File: config.mk
export PLATFORM = sky130hd
export DESIGN_NAME = plot_scheduler
export DESIGN_NICKNAME = d
export VERILOG_FILES = /design/src/rtl/plot_scheduler.sv
export SDC_FILE = /design/constraint.sdc
export NUM_CORES = 1
export LEC_CHECK = 0
export ABC_AREA = 1
export CORE_AREA = 2 2 104 106
export CTS_CLUSTER_DIAMETER = 200
export DETAILED_ROUTE_END_ITERATION = 10
export DIE_AREA = 0 0 106 108
export GPL_TIMING_DRIVEN = 0
export PLACE_DENSITY_LB_ADDON = 0.05
export SETUP_SLACK_MARGIN = 0.02
export SLEW_MARGIN = 20
export SYNTH_ARGS = -nofsm -noshare
export SYNTH_HDL_FRONTEND = slang
export SYNTH_SLANG_ARGS = --single-unit
File: constraint.sdc
create_clock -name CLOCK_50 -period 4 [get_ports CLOCK_50]
set_input_delay 0.4 -clock CLOCK_50 [delete_from_list [all_inputs] [get_ports CLOCK_50]]
set_output_delay 0.4 -clock CLOCK_50 [all_outputs]
set_load 0.01 [all_outputs]
File: src/rtl/plot_scheduler.sv
// Arbitrates the VGA adapter's single pixel-write port between four player heads
// (one rotating slot each per game step) and a full-screen background sweep.
module plot_scheduler #(
    parameter int X_MAX = 160,
    parameter int Y_MAX = 120,
    parameter logic [2:0] BG_COLOUR = 3'b000
) (
    input  logic        CLOCK_50,
    input  logic        resetn,
    input  logic        tick,
    input  logic        clear_req,
    input  logic [3:0]  alive,
    input  logic [14:0] p1,
    input  logic [14:0] p2,
    input  logic [14:0] p3,
    input  logic [14:0] p4,
    output logic [7:0]  x,
    output logic [6:0]  y,
    output logic [2:0]  colour,
    output logic        plot,
    output logic        busy,
    output logic        done,
    output logic        overrun
);

    localparam logic [1:0] S_IDLE  = 2'd0;
    localparam logic [1:0] S_CLEAR = 2'd1;
    localparam logic [1:0] S_DRAW  = 2'd2;

    localparam logic [8:0] X_LIM  = 9'(X_MAX);
    localparam logic [7:0] Y_LIM  = 8'(Y_MAX);
    localparam logic [7:0] X_LAST = 8'(X_MAX - 1);
    localparam logic [6:0] Y_LAST = 7'(Y_MAX - 1);

    logic [1:0]       state_q, state_d;
    logic [7:0]       x_q, x_d;
    logic [6:0]       y_q, y_d;
    logic [2:0]       colour_q, colour_d;
    logic             plot_q, plot_d;
    logic             busy_q, busy_d;
    logic             done_q, done_d;
    logic             overrun_q, overrun_d;
    logic             tick_pend_q, tick_pend_d;
    logic             clr_pend_q, clr_pend_d;
    logic [1:0]       start_q, start_d;
    logic [3:0][14:0] snap_q, snap_d;
    logic [3:0]       alive_snap_q, alive_snap_d;
    logic [2:0]       slot_q, slot_d;
    logic [7:0]       cx_q, cx_d;
    logic [6:0]       cy_q, cy_d;
    logic             sweep_end_q, sweep_end_d;

    logic [1:0]       player;
    logic [7:0]       sx;
    logic [6:0]       sy;

    always_comb begin
        state_d      = state_q;
        x_d          = x_q;
        y_d          = y_q;
        colour_d     = colour_q;
        plot_d       = 1'b0;
        done_d       = 1'b0;
        busy_d       = (state_q != S_IDLE);
        overrun_d    = overrun_q;
        tick_pend_d  = tick_pend_q;
        clr_pend_d   = clr_pend_q;
        start_d      = start_q;
        snap_d       = snap_q;
        alive_snap_d = alive_snap_q;
        slot_d       = slot_q;
        cx_d         = cx_q;
        cy_d         = cy_q;
        sweep_end_d  = sweep_end_q;
        player       = start_q + slot_q[1:0];
        sx           = snap_q[player][14:7];
        sy           = snap_q[player][6:0];

        // A tick that cannot be served now is parked once; a second one is lost.
        if (tick && (state_q != S_IDLE || clear_req || clr_pend_q)) begin
            if (tick_pend_q) begin
                overrun_d = 1'b1;
            end else begin
                tick_pend_d = 1'b1;
            end
        end

        case (state_q)
            S_IDLE: begin
                if (clear_req || clr_pend_q) begin
                    state_d     = S_CLEAR;
                    clr_pend_d  = 1'b0;
                    cx_d        = 8'd0;
                    cy_d        = 7'd0;
                    sweep_end_d = 1'b0;
                end else if (tick || tick_pend_q) begin
                    state_d      = S_DRAW;
                    snap_d       = {p4, p3, p2, p1};
                    alive_snap_d = alive;
                    tick_pend_d  = 1'b0;
                    slot_d       = 3'd0;
                end
            end
            S_CLEAR: begin
                if (sweep_end_q) begin
                    state_d = S_IDLE;
                    done_d  = 1'b1;
                end else begin
                    x_d      = cx_q;
                    y_d      = cy_q;
                    colour_d = BG_COLOUR;
                    plot_d   = 1'b1;
                    if (cx_q == X_LAST) begin
                        cx_d = 8'd0;
                        if (cy_q == Y_LAST) begin
                            sweep_end_d = 1'b1;
                        end else begin
                            cy_d = cy_q + 7'd1;
                        end
                    end else begin
                        cx_d = cx_q + 8'd1;
                    end
                end
            end
            S_DRAW: begin
                if (clear_req) begin
                    clr_pend_d = 1'b1;
                end
                if (slot_q == 3'd4) begin
                    state_d = S_IDLE;
                    done_d  = 1'b1;
                    start_d = start_q + 2'd1;
                end else begin
                    slot_d = slot_q + 3'd1;
                    // Dead or off-screen heads burn their slot without touching the port.
                    if (alive_snap_q[player] && ({1'b0, sx} < X_LIM) && ({1'b0, sy} < Y_LIM)) begin
                        x_d    = sx;
                        y_d    = sy;
                        plot_d = 1'b1;
                        case (player)
                            2'd0:    colour_d = 3'b001;
                            2'd1:    colour_d = 3'b010;
                            2'd2:    colour_d = 3'b100;
                            default: colour_d = 3'b110;
                        endcase
                    end
                end
            end
            default: begin
                state_d = S_IDLE;
            end
        endcase
    end

    always_ff @(posedge CLOCK_50) begin
        if (!resetn) begin
            state_q      <= S_IDLE;
            x_q          <= 8'd0;
            y_q          <= 7'd0;
            colour_q     <= 3'd0;
            plot_q       <= 1'b0;
            busy_q       <= 1'b0;
            done_q       <= 1'b0;
            overrun_q    <= 1'b0;
            tick_pend_q  <= 1'b0;
            clr_pend_q   <= 1'b0;
            start_q      <= 2'd0;
            snap_q       <= '0;
            alive_snap_q <= 4'd0;
            slot_q       <= 3'd0;
            cx_q         <= 8'd0;
            cy_q         <= 7'd0;
            sweep_end_q  <= 1'b0;
        end else begin
            state_q      <= state_d;
            x_q          <= x_d;
            y_q          <= y_d;
            colour_q     <= colour_d;
            plot_q       <= plot_d;
            busy_q       <= busy_d;
            done_q       <= done_d;
            overrun_q    <= overrun_d;
            tick_pend_q  <= tick_pend_d;
            clr_pend_q   <= clr_pend_d;
            start_q      <= start_d;
            snap_q       <= snap_d;
            alive_snap_q <= alive_snap_d;
            slot_q       <= slot_d;
            cx_q         <= cx_d;
            cy_q         <= cy_d;
            sweep_end_q  <= sweep_end_d;
        end
    end

    assign x       = x_q;
    assign y       = y_q;
    assign colour  = colour_q;
    assign plot    = plot_q;
    assign busy    = busy_q;
    assign done    = done_q;
    assign overrun = overrun_q;

endmodule
* Yosys cells after proc, flatten, opt, wreduce, memory -nomap -nowiden *
Index checks and enable logic that the tools add are counted.
W data, S select, Z words.

word-level totals
  bits in latches = 0
  output and inout port bits = 22
  memories kept = 0
  flip-flop bits (word level) = 111
  word-level logic and storage cells = 124
  bits in writable memories = 0
  bits of input ports = 68
  ROM bits = 0

operators by class
  div/mod/pow operators = 0
  $lt $le $gt $ge = 3
  eq/ne operators = 19
  bitwise gates (word level) = 1
  reductions and logical operators = 23
  mux-type cells = 53
  multiply operators = 0
  shift-type cells = 0
  $add $sub $neg = 5

operators with widths
  cell                   number
  $mux W7                7
  $mux W8                6
  $pmux W8 S2            2
  $bmux W15 S2           1
  $pmux W7 S2            2
  $ne A2 B2 Y1 const B   11
  $mux W3                6
  $mux W1                15
  $mux W15               1
  $pmux W3 S2            2
  $reduce_and A3 Y1      4
  $pmux W3 S3            1
  $add A8 B1 Y8 const B  1
  $eq A8 B8 Y1 const B   1
  $lt A8 B8 Y1 const B   1
  $mux W2                4
  $pmux W1 S2            4
  $reduce_and A4 Y1      2
  $reduce_bool A2 Y1     4
  $add A7 B1 Y7 const B  1
  $eq A7 B7 Y1 const B   1
  $lt A7 B7 Y1 const B   1
  $pmux W2 S3            1
  $reduce_and A2 Y1      3
  14 further kinds       22

* Logic depth before layout (Yosys ltp) *
  depth in word-level cells = 9
  depth in mapped cells = 16
  gate-level depth less buffers = 15

* Least setup slack after synthesis *
No wires, ideal clock.

  kind = reg2reg
  start point = register start_q[0]
  end point = register colour_q[1], in the netlist colour[1]
  buffers on the path = 2
  data arrival time = 1.827 ns
  stages on the path, launching flop included = 14
  setup time = 0.136 ns
  path slack = 2.036 ns
  period minus slack after synthesis = 1.964 ns
  required time = 3.864 ns
  cell sequence = dfxtp_1 -> ha_1 -> buf_2 -> buf_2 -> o21ai_0 -> nand3_1 -> nand2_1 -> nand2_2 -> a21oi_2 -> nand2_2 -> nand2_4 -> nand2_2 -> nand2_1 -> a21oi_2

between the ends
  cells in the longest elaborated chain, start to end = 8
  elaborated cells on any way between the ends = 18
  classes of those cells = add/sub: 1; order compare: 2; eq/ne: 3; mux: 8; reduce/logical: 4

ends and longest elaborated chain
  what                                line    RTL
  start, declared                     45      logic [1:0] start_q, start_d;
  start signal, assigned              185     start_q <= start_d;
  $add A2 B2 Y2 *                     75      player = start_q + slot_q[1:0];
  $bmux W15 S2                        76, 77
  $mux W15 (not written as such)      77      sy = snap_q[player][6:0];
  $lt A8 B8 Y1                        136     if (alive_snap_q[player] && ({1'b0, sx} < X_LIM) && ({1'b0, sy} < Y_LIM)) begin
  $logic_and A1 B1 Y1 (2 in series)   136
  $ne A2 B2 Y1 (no source line)       -
  $reduce_and A4 Y1 (no source line)  -
  end signal, assigned                178     colour_q <= colour_d;
  end, declared                       38      logic [2:0] colour_q, colour_d;

Every way passes the cells marked *; elsewhere a longest branch is shown, timed or not. The select of a mux whose other input is x is not followed.
A chain may end at the register's enable or synchronous reset.

* Final worst setup path *
  start point = register state_q[0]
  end point = register snap_q[48] (netlist bit)

between the ends
  cells in the longest elaborated chain, start to end = 2

ends and longest elaborated chain
  what                                line  RTL
  start, declared                     35    logic [1:0] state_q, state_d;
  start signal, assigned              175   state_q <= state_d;
  $logic_not A2 Y1                    88    case (state_q)
  $reduce_and A3 Y1 (no source line)  -
  end signal, assigned                186   snap_q <= snap_d;
  end, declared                       46    logic [3:0][14:0] snap_q, snap_d;

Every way passes these cells.

==> impl_metrics.yaml <==
route:
  via_per_inst: 5.39
  drtPass1Iterations: 4
  drtAntennaViolNets: 0
  wirelength_um: 15400
  drt-wirelength-per-cell_um: 16.2
  drcViolationCount: 0
  vias: 5107
  drt_first_iter_violations: 356
place:
  portBuffers: 89
  place_ws_ps: 1270
  gp_congestion: 0.921
  post-dp-hpwl_um: 11700
final_layout:
  seq_area_mm2: 0.00222
  final_cell_mix: "nand2_1, dfxtp_1, a21oi_1"
  multiInputGateArea_mm2: 0.00245
  postLayoutCoreUtil: 0.628
  diodes: 0
  num-fill-cells: 962
  finalNetCount: 883
  area.growth.synth_to_final_pct: 25.2
  final_layout_size_suffix_gt1_frac: 0.0826
  final_common_cell: "nand2_1"
setup_path:
  arrival_ps: 2790
  cp-start-kind: "flip-flop"
  crit_type: "reg2reg"
  r2r_setup_slack_ps: 1460
  worstPathRequired_ps: 4260
  cp_max_fo: 10
  cp-end-kind: "flip-flop"
floorplan:
  initial_core_util: 0.502
  rows: 37
  core_mm2: 0.0102
  ios: 90
  die_x_um: 106
  dieArea_mm2: 0.0114
  die_h_um: 108
power:
  power.density_mw_per_mm2: 665
  peakVddDrop_uv: 402
  p_leak_nw: 2.30
synth:
  avgSynthCellArea_um2: 7.26
  yosysWarnings: 0
  syn_nets: 783
  synth-seq-area-share: 0.433
  ys_types: 32
  synthCells: 707
  yosys.area.top_type: "dfxtp_1"
  syn-cell-area_mm2: 0.00513
  netlist.area_leader.share: 0.433
  netlist_top_cells_area: "dfxtp_1, nand2_1, a21oi_1"
  ys_seq_elements: 111
timing:
  slew_viol_final: 0
  finalSetupViolCount: 0
  setup_tns_ps: 0
  fmax_mhz: 394
  setup_ws_ps: 1460
  tightest_slew_ps: 797
  rsz0062_at_grt: "no"
  layout_min_cycle_time_ps: 2540
  max-slew-margin-rel: 0.469
  period_share: 0.634
  skew_ps: 13.7
  hold_viol: 0
cts:
  path_clk_slew_ps: 110
  cts-buffers-inserted: 9
  clk_latency_ps: 390
  postCtsSetupRepairBufs: 0
  tritoncts: "yes"
  cts.sinks: 111
  cts-root-buf: "clkbuf_8"
  ctsResizeCount: 0
  clockBufferDepth: 2
  cts_hold_buffers: 0
  htreeDepth: 3
grt:
  antenna_found_initial: 0
  grt_pass1_vias: 4991
  grt_start_max_net_pins: 18
  grt_pass1_wl_um: 24700
  grt_use_total: 0.280
  grt-ovfl-total: 0
hold_path:
  hold_path.class: "reg2reg"
job:
  max_cap_violations: 0
run_status:
  outcome: "finished clean"
-- Yosys cell counts (all sizes together) --
master,n
nand2,149
dfxtp,111
a21oi,109
o21ai,71
inv,67
nand3,62
nor2,47
clkbuf,27
buf,16
nor3,11
o22ai,9
ha,8
a211oi,6
a31oi,3
nor3b,2
nor4,2
xor2,2
a221oi,1
clkinv,1
nand4,1
or2,1
or3,1
-- critical path, stage by stage, from the launching register on --
cell      delay (ps)
dfxtp_1          350
inv_1             80
ha_1             260
nand2_1          160
clkinv_1         300
nand2_1          260
clkbuf_1         390
clkbuf_1         480
a21oi_1          140
-- layout make-up --
type                            instances  share of cell area
Inverter                               68              0.0397
Clock buffer                            9              0.0193
Multi-Input combinational cell        485               0.381
Clock inverter                          6              0.0171
Tap cell                              136              0.0265
Timing Repair Buffer                   89               0.139
Sequential cell                       111               0.346
Buffer                                 43              0.0321
-- flip-flops by register name, summed over array words and instances (netlist names) --
register and count:
busy 1, alive_snap_q 4, colour 3, sweep_end_q 1
overrun 1, plot 1, slot_q 3, snap_q 60
y 7, x 8, tick_pend_q 1, state_q 2
start_q 2, clr_pend_q 1, cy_q 7, cx_q 8
done 1
-- kinds of logic after synthesis --
kind of cell	after synthesis	synth area share
AOI/OAI and AO/OA	199	0.209
adders and majority gates	8	0.0195
and+or+nand+nor	276	0.246
DFF	111	0.433
xor gates and xnor gates	2	0.00341
buffers and inverters	111	0.0899
-- metrics by stage --
step / std cells / hold WS, ps / cell area [um^2] / power (mW)
after global routing: 947 / 477 / 6430 / 4.57
after global placement: 932 / 440 / 6200 / 3.43
after floorplan: 707 / 424 / 5130 / 2.83
final: 947 / 457 / 6430 / 4.28
after CTS: 947 / 458 / 6430 / 4.26
after detailed placement: 932 / 444 / 6200 / 3.47
-- metal layers --
metal / global-route usage / wire length [um] / vias up
met5: 0 / 0 / -
met1: 0.352 / 6810 / 2373
met4: 0.113 / 399 / 0
li1: - / - / 2541
met3: 0.0434 / 821 / 29
met2: 0.484 / 7340 / 164
-- path summary, 6_finish.rpt --
| path | start | to | depth (start not counted) |
|---|---|---|---|
| setup / recovery | state_q[0] | snap_q[48] | 8 |
| hold / removal | snap_q[1] | snap_q[1] | 2 |
| setup reg to reg | state_q[0] | snap_q[48] | 8 |
| hold reg to reg | snap_q[1] | snap_q[1] | 2 |
-- power breakdown --
group / internal [mW] / leakage [nW] / total, mW / switching [mW]
sequential: 1.31 / 0.906 / 1.41 / 0.102
combinational: 0.688 / 1.28 / 2.07 / 1.38
clock: 0.411 / 0.111 / 0.795 / 0.384
total: 2.41 / 2.30 / 4.28 / 1.87
(Power assumes the default switching activity.)
==> RTL edit 1, RTL diff (same flow settings) <==
The output `busy` loses its register stage (`busy_q` becomes a continuous assignment).
--- a/src/rtl/plot_scheduler.sv
+++ b/src/rtl/plot_scheduler.sv
@@ -160,5 +160,4 @@
             colour_q     <= 3'd0;
             plot_q       <= 1'b0;
-            busy_q       <= 1'b0;
             done_q       <= 1'b0;
             overrun_q    <= 1'b0;
@@ -178,5 +177,4 @@
             colour_q     <= colour_d;
             plot_q       <= plot_d;
-            busy_q       <= busy_d;
             done_q       <= done_d;
             overrun_q    <= overrun_d;
@@ -193,4 +191,6 @@
     end
 
+    assign busy_q = busy_d;
+
     assign x       = x_q;
     assign y       = y_q;
Check against the original RTL: not equivalent (Yosys sat finds a counterexample within 4 cycles, from zero or initial values and one cycle with resetn low).
==> RTL edit 1 against the unedited design <==
Worst setup slack improved by 0.039 ns; highest routed layer unchanged; sequential cell count down 1; utilization decreased by 0.79 points; design area fell by 1.3%; synthesized area shrank 1.5%; via count is 2.4% lower; wire length down 8.3%; sequential share of layout area up 0.13 points; clock skew fell by 0.0047 ns.
Power is not compared: it rests on default switching activity, and its combinational part moved more than twofold at a synthesized area within 25%.
==> RTL edit 1: results (changes against the unedited design) <==
| Metric | Value |
|---|---|
| Min-Delay Path Class | `input pin to register` |
| Root cell of the clock tree | `sky130_fd_sc_hd__clkbuf_8` |
| CP Data Arrival Time | `2.82 ns (+0.03 ns)` |
| Post-synth top flop | `sky130_fd_sc_hd__dfxtp_1` |
| Leakage power | `2.53 nW` |
| Cell count of the worst hold path | `3 (+1)` |
| Worst-skew pair later-pin latency | `0.38 ns` |
| Most numerous cell types in the synthesized netlist | `sky130_fd_sc_hd__nor2_1, sky130_fd_sc_hd__nand2_1, sky130_fd_sc_hd__dfxtp_1` |
| Tot GR Track Use | `25.9% (-2.1 points)` |
| Number of placed cells counting well taps | `950 (+1.9%)` |
| Router iterations before antenna repair | `5 (+1)` |
| Post-detailed-route via-to-cell ratio | `5.16 (-4.3%)` |
| Worst Hold Endpoint | `snap_q[28]$_SDFFE_PN0P_` |
| Number of resized instances in the post-cts repair step | `0 (unchanged)` |
| Critical R2R Capture | `snap_q[15]$_SDFFE_PN0P_` |
| Cells after Synth | `726 (+2.7%)` |
| Number of global-route vias before repair | `4755 (-4.7%)` |
| Clock buffers created by TritonCTS | `9 (unchanged)` |
| Worst reg2reg setup slack | `1.50 ns (+0.04 ns)` |
| Largest driver fanout on the critical path | `10 (unchanged)` |
| Nets | `901 (+2.0%)` |
| Tightest Pin Transition | `0.655 ns (-0.142 ns)` |
| Placed wire-length estimate after detailed placement | `10900 um (-7.0%)` |
| Part of the Yosys area used for sequential elements | `43.6% (+0.28 points)` |
| Max Clock Skew | `0.00900 ns (-0.00466 ns)` |
| First DRT Iteration DRCs | `331 (-7.0%)` |
| Final RePlAce weighted congestion | `0.889 (-3.5%)` |
| First-pass GRT wire length | `23000 um (-6.9%)` |
| Final Non-Filler Cells | `966 (+2.0%)` |
| Worst hold slack | `0.370 ns (-0.0870 ns)` |
| Count of buffers from port buffering | `88 (-1.1%)` |
| Total wire length after detailed routing | `14100 um (-8.3%)` |
| Area post-placement | `6110 um2 (-1.4%)` |
| Net Count, Synth | `802 (+2.4%)` |
| Hold wc startpoint | `resetn` |
| Ranking of synthesized cells by area | `sky130_fd_sc_hd__dfxtp_1, sky130_fd_sc_hd__nor2_1, sky130_fd_sc_hd__o21ai_0` |
| Number of distinct library cell variants in the gate-level netlist after synthesis | `35 (+9.4%)` |
| Share of final-layout standard cells stronger than drive strength 1 | `6.75% (-1.5 points)` |
| Flip-flop count of the largest register, all copies and words added | `60 (unchanged)` |
| Status | `finished clean` |
| Yosys warning total | `0 (unchanged)` |
| Setup bufs post-CTS | `0 (unchanged)` |
| Peak supply drop | `0.213 mV` |
| Total number of H-tree levels | `3 (unchanged)` |
| Number of cell instances on the worst register-to-register path | `10 (+2)` |
| Post-synth ARST share | `0% (unchanged)` |
| Layout fillers | `954 (-0.83%)` |
| Place WS | `1.26 ns (-0.00665 ns)` |
| CTS max path bufs | `2 (unchanged)` |
| Initial antenna violation count | `0 (unchanged)` |
| CP Launch Point | `state_q[0]$_SDFFE_PN0P_` |
-- RTL edit 1: cell count changes after synthesis, moves of 9 or more --
| cell | before | now |
|---|---|---|
| sky130_fd_sc_hd__a21oi_2 | 11 | 2 |
| sky130_fd_sc_hd__nand2_1 | 138 | 123 |
| sky130_fd_sc_hd__o21ai_0 | 68 | 97 |
| sky130_fd_sc_hd__a21oi_1 | 98 | 60 |
| sky130_fd_sc_hd__nor2_1 | 47 | 130 |
| sky130_fd_sc_hd__nand3_2 | 12 | 1 |
| sky130_fd_sc_hd__inv_1 | 65 | 75 |
| sky130_fd_sc_hd__nand3_1 | 49 | 13 |
-- RTL edit 1: how the worst max path moves through the flow --
stage | to | cells past startpoint | slack [ns]
2_1_floorplan | x[5]$_SDFFE_PN0P_ | 14 | 2.05
3_3_place_gp | snap_q[15]$_SDFFE_PN0P_ | 9 | 1.33
3_5_place_dp | snap_q[15]$_SDFFE_PN0P_ | 9 | 1.26
4_1_cts | snap_q[15]$_SDFFE_PN0P_ | 10 | 1.50
5_1_grt | snap_q[15]$_SDFFE_PN0P_ | 10 | 1.29
6_report | snap_q[15]$_SDFFE_PN0P_ | 10 | 1.50
-- RTL edit 1: kinds of logic after synthesis --
kind of cell / after synthesis / share of synthesized area [%]
DFF: 110 / 43.6
adders and majority gates: 8 / 1.98
buffers and inverters: 116 / 9.35
AOI/OAI and AO/OA: 181 / 18.7
and+or+nand+nor: 311 / 26.4
-- RTL edit 1: routing by layer --
metal	up-vias	track usage [%]	wire, um
li1	2525	-	-
met1	2274	33.4	6430
met2	156	43.8	6670
met3	30	4.52	677
met4	0	9.49	323
met5	-	0	0
-- RTL edit 1: cell type report --
class                      count  area [um2]  share of cell area [%]
multi-input combinational    500        2380                    37.5
tap                          136         170                    2.68
buffer                        39         181                    2.86
sequential                   110        2200                    34.7
inverter                      77         292                    4.59
clock inverter                 4        76.3                    1.20
timing repair buffer          88         881                    13.9
clock buffer                  12         165                    2.60
-- RTL edit 1: report_power, final --
part	switching (W)	internal, W	total (W)
clock	0.000381	0.000406	0.000787
sequential	0.0000613	0.00122	0.00128
combinational	0.000475	0.000316	0.000792
-- RTL edit 1: worst max-delay path: stages, from the launching register on --
cell	delay, ns
sky130_fd_sc_hd__dfxtp_1	0.37
sky130_fd_sc_hd__inv_1	0.07
sky130_fd_sc_hd__ha_1	0.25
sky130_fd_sc_hd__nand2_2	0.11
sky130_fd_sc_hd__nor2_1	0.07
sky130_fd_sc_hd__buf_2	0.19
sky130_fd_sc_hd__inv_1	0.11
sky130_fd_sc_hd__clkbuf_1	0.43
sky130_fd_sc_hd__clkbuf_1	0.57
sky130_fd_sc_hd__nor2_1	0.15
sky130_fd_sc_hd__nor2_1	0.12
==> RTL edit 2, RTL diff (same settings) <==
Without the edit above. The parameter `Y_MAX` goes from 120 to 64.
--- a/src/rtl/plot_scheduler.sv
+++ b/src/rtl/plot_scheduler.sv
@@ -3,5 +3,5 @@
 module plot_scheduler #(
     parameter int X_MAX = 160,
-    parameter int Y_MAX = 120,
+    parameter int Y_MAX = 64,
     parameter logic [2:0] BG_COLOUR = 3'b000
 ) (
Formal check against the unedited RTL: not equivalent (Yosys sat finds a counterexample within 4 cycles, from zero or initial values and one cycle with resetn low).
==> RTL edit 2 against the unedited design <==
Largest cell class unchanged; sequential cell count is the same; design area shrank 1.2%; combinational power is essentially flat; via count shrank 2.6%; first-iteration DRC count shrank 21%; critical endpoint is now colour[0]$_SDFFE_PN0P_; sequential share of layout area grew 0.42 points; count of clock-buffer cells in the layout grew 2; wire length shrank 4.6%; clock power shrank 15%; highest routed layer unchanged; synthesized area shrank 0.37%; synthesized cell count shrank 0.85%; critical path type unchanged; power shrank 2.8%; worst setup slack gained 0.18 ns.
==> RTL edit 2: results (changes against the unedited design) <==
| Metric | Value |
|---|---|
| Global routing usage on met1 | `33.4% (-1.8 points)` |
| Hold wc startpoint | `snap_q[9]$_SDFFE_PN0P_` |
| Start of the worst register-to-register path | `start_q[0]$_SDFFE_PN0P_` |
| Area post-placement | `6170 um2 (-0.46%)` |
| Multi-input combinational gate total | `478 (-1.4%)` |
| Number of clock-tree buffers in the layout | `11 (+2)` |
| CP Data Arrival Time | `2.65 ns (-0.14 ns)` |
| Final-layout clock-cell area share | `2.93% (-0.70 points)` |
| Worst reg2reg setup slack | `1.65 ns (+0.18 ns)` |
| Largest net degree at the start of global routing | `17 (-1)` |
| Status | `finished clean` |
| Router iterations before antenna repair | `5 (+1)` |
| Placed wire-length estimate after detailed placement | `11200 um (-4.5%)` |
| Critical R2R Capture | `colour[0]$_SDFFE_PN0P_` |
| Share of final-layout standard cells stronger than drive strength 1 | `7.35% (-0.91 points)` |
| Final RePlAce weighted congestion | `0.876 (-4.9%)` |
| Net Count, Synth | `777 (-0.77%)` |
| Most numerous cell types in the synthesized netlist | `sky130_fd_sc_hd__nand2_1, sky130_fd_sc_hd__dfxtp_1, sky130_fd_sc_hd__a21oi_1` |
| Internal cell power | `0.00233 W (-3.3%)` |
| Ranking of synthesized cells by area | `sky130_fd_sc_hd__dfxtp_1, sky130_fd_sc_hd__a21oi_1, sky130_fd_sc_hd__nand2_1` |
| Peak supply drop | `0.310 mV (-23%)` |
| Post-detailed-route via-to-cell ratio | `5.30 (-1.7%)` |
| Count of buffers from port buffering | `88 (-1.1%)` |
| Arithmetic-cell share of the synthesized area counting full adders, half adders and majority gates | `1.96% (+0.0072 points)` |
| Nets | `876 (-0.79%)` |
| XOR/XNOR share of the synthesized area | `0.342% (+0.0013 points)` |
| Total wire length after detailed routing | `14700 um (-4.6%)` |
| Number of distinct library cell variants in the gate-level netlist after synthesis | `37 (+16%)` |
==> RTL edit 2: cell types whose count changed after synthesis, sizes merged, moves of 2 or more <==
cell    unedited run  this run
nand2            149       141
o21ai             71        65
o22ai              9        12
nor4               2         0
nand4              1         4
a211oi             6         4
clkbuf            27        29
a21oi            109       115
==> RTL edit 2: critical path, stage by stage (launching register included) <==
cell,delay (ns)
sky130_fd_sc_hd__dfxtp_1,0.41
sky130_fd_sc_hd__ha_1,0.25
sky130_fd_sc_hd__buf_2,0.18
sky130_fd_sc_hd__buf_6,0.15
sky130_fd_sc_hd__o21ai_0,0.31
sky130_fd_sc_hd__nand3_1,0.14
sky130_fd_sc_hd__a21oi_2,0.19
sky130_fd_sc_hd__nand3_2,0.11
sky130_fd_sc_hd__nand2_4,0.10
sky130_fd_sc_hd__buf_6,0.17
sky130_fd_sc_hd__nand3_1,0.12
sky130_fd_sc_hd__nand2_1,0.09
sky130_fd_sc_hd__nor2_1,0.04
==> RTL edit 2: metal layers <==
layer | up-vias | share of wire, %
met5 | - | 0
li1 | 2517 | -
met3 | 27 | 5.6
met4 | 0 | 2.3
met2 | 160 | 47
met1 | 2272 | 45
==> RTL edit 2: worst max-delay path by stage <==
stage	startpoint	end	slack, ns
floorplan	start_q[0]$_SDFFE_PN0P_	colour[0]$_SDFFE_PN0P_	2.09
global placement	tick	snap_q[48]$_SDFFE_PN0P_	1.47
detailed placement	tick	snap_q[10]$_SDFFE_PN0P_	1.41
CTS	start_q[0]$_SDFFE_PN0P_	colour[0]$_SDFFE_PN0P_	1.67
global route	start_q[0]$_SDFFE_PN0P_	x[7]$_SDFFE_PN0P_	1.52
finish	start_q[0]$_SDFFE_PN0P_	colour[0]$_SDFFE_PN0P_	1.65
==> RTL edit 2: logic make-up after synthesis <==
family | Yosys count
buffers and inverters | 112
AOI/OAI and AO/OA | 200
adders and majority gates | 8
and+or+nand+nor | 268
xor gates and xnor gates | 2
DFF | 111
==> RTL edit 2: metrics by stage <==
step / setup WS (ns) / std cells
finish: 1.65 / 939
global route: 1.52 / 939
CTS: 1.67 / 939
detailed placement: 1.41 / 925
global placement: 1.47 / 925
floorplan: 2.09 / 701
==> RTL edit 2: power by group through the flow <==
stage	registers [W]	clock network (W)	logic, W
after floorplan	0.00143	0	0.00143
after global placement	0.00143	0	0.00200
after detailed placement	0.00144	0	0.00204
after CTS	0.00141	0.000680	0.00205
after global routing	0.00144	0.000720	0.00229
final	0.00141	0.000675	0.00207
